===== src/rtl/bsg_fsb_node_ls_iso_buffer.sv =====
// Purpose: node-domain isolation buffer between the FSB level shifters and the node core.
// Latency: 1 cycle minimum from enqueue to head; data outputs are registered FIFO heads.
// Backpressure: ready reflects link state and FIFO fullness only; all handshakes are blocked unless the link is ON.
//
// Ports:
//   clk_i, reset_n_i          node clock, synchronous active-low reset
//   en_ls_i                   level-shifter enable (1 = link powered)
//   ls_v_i/ls_data_i/ls_ready_o      FSB->node input from shifter
//   core_v_o/core_data_o/core_yumi_i FSB->node output to core
//   core_v_i/core_data_i/core_ready_o node->FSB input from core
//   ls_v_o/ls_data_o/ls_yumi_i       node->FSB output to shifter
//   link_on_o                 high while the link is ON
//   flush_o                   one-cycle pulse after a non-empty FIFO is flushed

// Purpose: small circular FIFO with registered head and synchronous clear.
// Latency: an entry written at edge N is on data_o from cycle N+1.
// Backpressure: caller must gate enq_i with !full_o and deq_i with !empty_o.
module bsg_fsb_node_ls_iso_fifo #(
  parameter int width_p = 5,
  parameter int els_p   = 2
) (
  input  logic               clk_i,
  input  logic               reset_n_i,
  input  logic               clear_i,
  input  logic               enq_i,
  input  logic [width_p-1:0] data_i,
  input  logic               deq_i,
  output logic               full_o,
  output logic               empty_o,
  output logic [width_p-1:0] data_o
);

  localparam int lg_els_lp = $clog2(els_p);

  logic [width_p-1:0]   mem_r [els_p];
  logic [lg_els_lp-1:0] wr_ptr_r, rd_ptr_r;
  logic [lg_els_lp:0]   count_r;

  assign full_o  = (count_r == (lg_els_lp+1)'(els_p));
  assign empty_o = (count_r == '0);
  assign data_o  = mem_r[rd_ptr_r];

  // Clear wins over any same-cycle enqueue/dequeue so nothing stale survives isolation.
  always_ff @(posedge clk_i) begin
    if (!reset_n_i || clear_i) begin
      wr_ptr_r <= '0;
      rd_ptr_r <= '0;
      count_r  <= '0;
    end else begin
      if (enq_i) wr_ptr_r <= wr_ptr_r + 1'b1;
      if (deq_i) rd_ptr_r <= rd_ptr_r + 1'b1;
      case ({enq_i, deq_i})
        2'b10:   count_r <= count_r + 1'b1;
        2'b01:   count_r <= count_r - 1'b1;
        default: count_r <= count_r;
      endcase
    end
  end

  // Storage needs no reset: occupancy decides what is visible.
  always_ff @(posedge clk_i) begin
    if (enq_i && !clear_i) mem_r[wr_ptr_r] <= data_i;
  end

endmodule

module bsg_fsb_node_ls_iso_buffer #(
  parameter int width_p         = 5,
  parameter int els_p           = 2,
  parameter int settle_cycles_p = 4
) (
  input  logic               clk_i,
  input  logic               reset_n_i,
  input  logic               en_ls_i,
  input  logic               ls_v_i,
  input  logic [width_p-1:0] ls_data_i,
  output logic               ls_ready_o,
  output logic               ls_v_o,
  output logic [width_p-1:0] ls_data_o,
  input  logic               ls_yumi_i,
  output logic               core_v_o,
  output logic [width_p-1:0] core_data_o,
  input  logic               core_yumi_i,
  input  logic               core_v_i,
  input  logic [width_p-1:0] core_data_i,
  output logic               core_ready_o,
  output logic               link_on_o,
  output logic               flush_o
);

  localparam int cnt_w_lp = $clog2(settle_cycles_p + 1);

  typedef enum logic [1:0] {OFF, SETTLE, ON} state_e;

  state_e              state_r, state_n;
  logic [cnt_w_lp-1:0] cnt_r, cnt_n;
  logic                flush_r;

  logic                on;
  logic                clear;
  logic                in_full, in_empty, out_full, out_empty;
  logic [width_p-1:0]  in_head, out_head;
  logic                in_enq, in_deq, out_enq, out_deq;

  // ---------------- power sequencing FSM ----------------
  always_ff @(posedge clk_i) begin
    if (!reset_n_i) begin
      state_r <= OFF;
      cnt_r   <= '0;
    end else begin
      state_r <= state_n;
      cnt_r   <= cnt_n;
    end
  end

  always_comb begin
    state_n = state_r;
    cnt_n   = cnt_r;
    if (!en_ls_i) begin
      state_n = OFF;
      cnt_n   = '0;
    end else begin
      case (state_r)
        OFF: begin
          state_n = SETTLE;
          cnt_n   = '0;
        end
        SETTLE: begin
          // Exit on the last settle count so ON lands exactly settle_cycles_p edges after enable.
          if (cnt_r == cnt_w_lp'(settle_cycles_p - 1)) state_n = ON;
          cnt_n = cnt_r + 1'b1;
        end
        ON:      state_n = ON;
        default: state_n = OFF;
      endcase
    end
  end

  assign on        = (state_r == ON);
  assign link_on_o = on;
  assign clear     = !en_ls_i;

  // Flush pulse is registered so it lines up with the first isolated cycle.
  always_ff @(posedge clk_i) begin
    if (!reset_n_i) flush_r <= 1'b0;
    else            flush_r <= clear && (!in_empty || !out_empty);
  end
  assign flush_o = flush_r;

  // ---------------- FSB -> node ----------------
  assign ls_ready_o  = on && !in_full;
  assign core_v_o    = on && !in_empty;
  assign core_data_o = core_v_o ? in_head : '0;
  assign in_enq      = ls_v_i && ls_ready_o;
  assign in_deq      = core_yumi_i && core_v_o;

  bsg_fsb_node_ls_iso_fifo #(.width_p(width_p), .els_p(els_p)) in_fifo (
    .clk_i     (clk_i),
    .reset_n_i (reset_n_i),
    .clear_i   (clear),
    .enq_i     (in_enq),
    .data_i    (ls_data_i),
    .deq_i     (in_deq),
    .full_o    (in_full),
    .empty_o   (in_empty),
    .data_o    (in_head)
  );

  // ---------------- node -> FSB ----------------
  assign core_ready_o = on && !out_full;
  assign ls_v_o       = on && !out_empty;
  assign ls_data_o    = ls_v_o ? out_head : '0;
  assign out_enq      = core_v_i && core_ready_o;
  assign out_deq      = ls_yumi_i && ls_v_o;

  bsg_fsb_node_ls_iso_fifo #(.width_p(width_p), .els_p(els_p)) out_fifo (
    .clk_i     (clk_i),
    .reset_n_i (reset_n_i),
    .clear_i   (clear),
    .enq_i     (out_enq),
    .data_i    (core_data_i),
    .deq_i     (out_deq),
    .full_o    (out_full),
    .empty_o   (out_empty),
    .data_o    (out_head)
  );

endmodule


===== config.mk =====
export PLATFORM = sky130hd
export DESIGN_NAME = bsg_fsb_node_ls_iso_buffer
export DESIGN_NICKNAME = d
export VERILOG_FILES = /design/src/rtl/bsg_fsb_node_ls_iso_buffer.sv
export SDC_FILE = /design/constraint.sdc
export NUM_CORES = 1
export LEC_CHECK = 0
export ABC_AREA = 0
export BUFFER_PORTS_ARGS = -buffer_cell sky130_fd_sc_hd__buf_4
export CORE_UTILIZATION = 40
export DETAILED_ROUTE_END_ITERATION = 16
export PLACE_DENSITY = 0.65
export SYNTH_ARGS = -nofsm -noshare
export SYNTH_HDL_FRONTEND = slang
export SYNTH_HIERARCHICAL = 1
export SYNTH_SLANG_ARGS = --single-unit

===== constraint.sdc =====
create_clock -name clk_i -period 2.3 [get_ports clk_i]
set_input_delay 0.115 -clock clk_i [delete_from_list [all_inputs] [get_ports clk_i]]
set_output_delay 0.115 -clock clk_i [all_outputs]
set_load 0.1 [all_outputs]

==> key figures <==
Status
  – Outcome: finished, final reports clean

Power
  – Proportion of power drawn by the clock network: 41.0%
  – Gate power share: 6.2%
  – Peak VDD IR: between 0.3 and 0.4 mV
  – PwrDens: between 600 and 700 nW/µm²
  – Sequential share of power: between 50% and 60%
  – Leak: about 0.0008 µW
  – Pint: about 1000 µW
  – NetSw: roughly 260 µW
  – Sw Share: 20.08%
  – Total Power: 1301 µW

Finish
  – Final core utilization: around 55%
  – Finished Layout Cells: 220
  – Diode count: 0
  – Layout net count: just under 200
  – P&R area growth vs syn: 30.20%
  – Share of cells above drive strength 1: 38.95%

Clocking
  – Number of CTS-inserted buffers: 5
  – Worst-path clk slew: 70 ps
  – # hold bufs at CTS: 0
  – CTS sink cnt: 36
  – Setup repair bufs after CTS: 0
  – H-Tree Depth: 2
  – Clock latency at the later pin of the worst-skew pair: 280 ps
  – CTS tree: built
  – Post_cts resized: 0
  – Root Buffer Master: clkbuf_8
  – CTS max path bufs: 2

Synth
  – Syn_area_per_cell: 11.99 µm²
  – Complex-gate fraction of the synthesized area: around 2.5%
  – XOR/XNOR Fraction of Synth Area: roughly 4.4%
  – Largest family of logic cells by synthesized area: simple AND/OR/NAND/NOR gates
  – Mapped Area: between 1500 and 2000 µm²
  – Syn nets: between 150 and 200
  – Simple-gate share of the synthesized area: a little under a fifth
  – Number of flops mapped to enable cells by yosys: 20
  – Post-synthesis adder-cell area fraction: between 6 and 7%
  – Yosys reg bits: 36
  – Synth warnings: 6
  – Share of flip-flops with an asynchronous set or reset: 0%
  – Prevailing post-synth register cell: edfxtp_1
  – Syn Inst Count: roughly 130
  – Mux cell area share after synthesis: approximately 8.4%
  – Sequential-to-total area share from yosys stat: between 50% and 60%
  – Distinct cells, synth: 22

GRT
  – Met1 Use GR: ~18%
  – Total GRT Usage: around 15%
  – Number of global-route vias before repair: 1064
  – Initial antenna violation count: 0
  – Global route total overflow: 0
  – Met3 usage in global routing: between 4 and 5%
  – Busiest metal layer after global routing: met2
  – First-pass GRT wire length: ~4700 µm
  – M2 GR Usage: about a quarter
  – Pin count of the biggest net entering global routing: 12

Timing
  – Tightest Pin Transition: 449.4 ps
  – Clock skew: about 2.7 ps
  – Setup TNS: 0 ps
  – Post-route minimum period: about 1900 ps
  – Fin crit share: between 80 and 90%
  – Slew margin rel.: 69.88%
  – Final-report max-slew violation count: 0
  – Final setup fails: 0
  – Hold Vio Cnt, Final: 0
  – Fmax: ~520 MHz
  – RSZ-0062 raised after global routing: false

Floorplanning
  – FP Rows: 22
  – Die ar.: approximately 4200 µm²
  – Core Area: about 3700 µm²
  – Die height: around 65 µm
  – Die W: about 65 µm
  – Initial Util: 42.59%
  – I/O Pins: 33

Routing
  – Vias/cell: between 4 and 5
  – DRC: 0
  – Antenna Nets Post-Route: 0
  – Routed vias: ~1000
  – Pre-antenna DRT Iters: 3
  – Wirelength per Cell: about 13 µm
  – Total wire length: between 2000 and 3000 µm
  – DRT iter0 DRCs: 17

Critical path
  – Worst setup SP type: flip-flop
  – WP data arrival: 2150 ps
  – CP bufs+invs: 1
  – CP Max Fanout: 6
  – CP max-delay cell: or3_1
  – Worst path max stage delay: approximately 340 ps
  – Critical Path End Type: flip-flop
  – CP top delay family: simple AND/OR/NAND/NOR gates
  – Critical-path cell list: inv_2 -> ha_1 -> nor2b_1 -> and2_1 -> ha_4 -> or3_1 -> a21oi_1
  – Critical path class: reg -> reg
  – WP data required: around 2500 ps

Min path
  – Tightest Hold Check Type: in -> reg

Place
  – Placed insts: between 200 and 250
  – Port Buffers: 32
  – Routability cong.: between 0.7 and 0.8
  – Detail Placement HPWL: roughly 2200 µm

Job
  – Max-Cap Viols: 0
-- worst paths after layout --
kind	from	slack [ps]	cells past startpoint	endpoint
setup / recovery	state_r[0]	370	7	out_fifo/count_r[1]
hold / removal	core_data_i[0]	10	1	out_fifo/mem_r[1][0]
setup reg to reg	state_r[0]	370	7	out_fifo/count_r[1]
hold reg to reg	in_fifo/rd_ptr_r	530	2	flip-flop
-- power by group through the flow --
stage / Sequential [µW] / Clock (µW) / Combinational, µW
floorplan: 701 / 0 / 47.2
global placement: 700 / 0 / 78.5
detailed placement: 701 / 0 / 82.2
CTS: 686 / 547 / 82.7
global route: 686 / 574 / 89.5
finish: 686 / 534 / 81.1
-- per-layer routing --
| metal | vias up | wire length, µm |
|---|---|---|
| met1 | 485 | 1186 |
| met4 | 0 | 61 |
| li1 | 522 | - |
| met2 | 27 | 1356 |
| met5 | - | 0 |
| met3 | 8 | 153 |
-- state kept, by name, summed over array words and instances (netlist names), named ones only --
signal	flops
out_fifo/rd_ptr_r	1
state_r	2
in_fifo/wr_ptr_r	1
cnt_r	3
out_fifo/mem_r	10
out_fifo/wr_ptr_r	1
in_fifo/count_r	2
flush_o	1
in_fifo/rd_ptr_r	1
out_fifo/count_r	2
in_fifo/mem_r	10
-- layout make-up --
class	instances	area [µm²]
clock buffers	6	72.57
clock inverters	2	35.03
fillers	328	1655
inverters	9	33.78
multi-input cells	87	695.7
flip-flops and latches	36	923.4
well taps	48	60.06
repair buffers	32	240.2
-- cell usage in the layout, fill, tap and decap left out, types with 5 or more instances in the layout --
cell | Yosys | layout
and2_1 | 14 | 12
buf_4 | 0 | 32
clkbuf_8 | 0 | 5
dfxtp_1 | 16 | 14
edfxtp_1 | 20 | 20
ha_1 | 8 | 5
inv_1 | 9 | 6
mux2_2 | 10 | 10
nor2_1 | 15 | 15
xnor2_1 | 6 | 6
-- cells in the mapped netlist, types with 3 or more instances --
cell	instances	area share, %
a21oi_1	4	1.3
edfxtp_1	20	38
nor2_1	15	3.6
nor2b_1	6	2.4
and3_1	3	1.2
and2_1	14	5.5
ha_1	8	6.3
mux2_2	10	7.1
dfxtp_1	16	20
nand2_1	4	0.95
xnor2_1	6	3.3
inv_1	9	2.1
-- per-stage QoR --
stage | worst slack [ps] | instance area (µm²) | hold WS (ps)
final | 372.0 | 2061 | 12.88
after global routing | 215.5 | 2061 | 0.4341
after CTS | 345.4 | 2061 | 4.978
after detailed placement | 345.3 | 1953 | 303.3
after global placement | 435.2 | 1953 | 300.7
after floorplan | -89.65 | 1653 | 213.9
-- kinds of logic (layout without fill, tap and decap cells) --
family                     Yosys count  after routing
DFF                                 36             36
adders and majority gates            8              8
muxes                               12             12
xor gates and xnor gates             8              8
AOI/OAI and AO/OA                    7              7
buffers and inverters                9             49
and+or+nand+nor                     52             52
No activity file was read; power rests on OpenSTA's default activity.
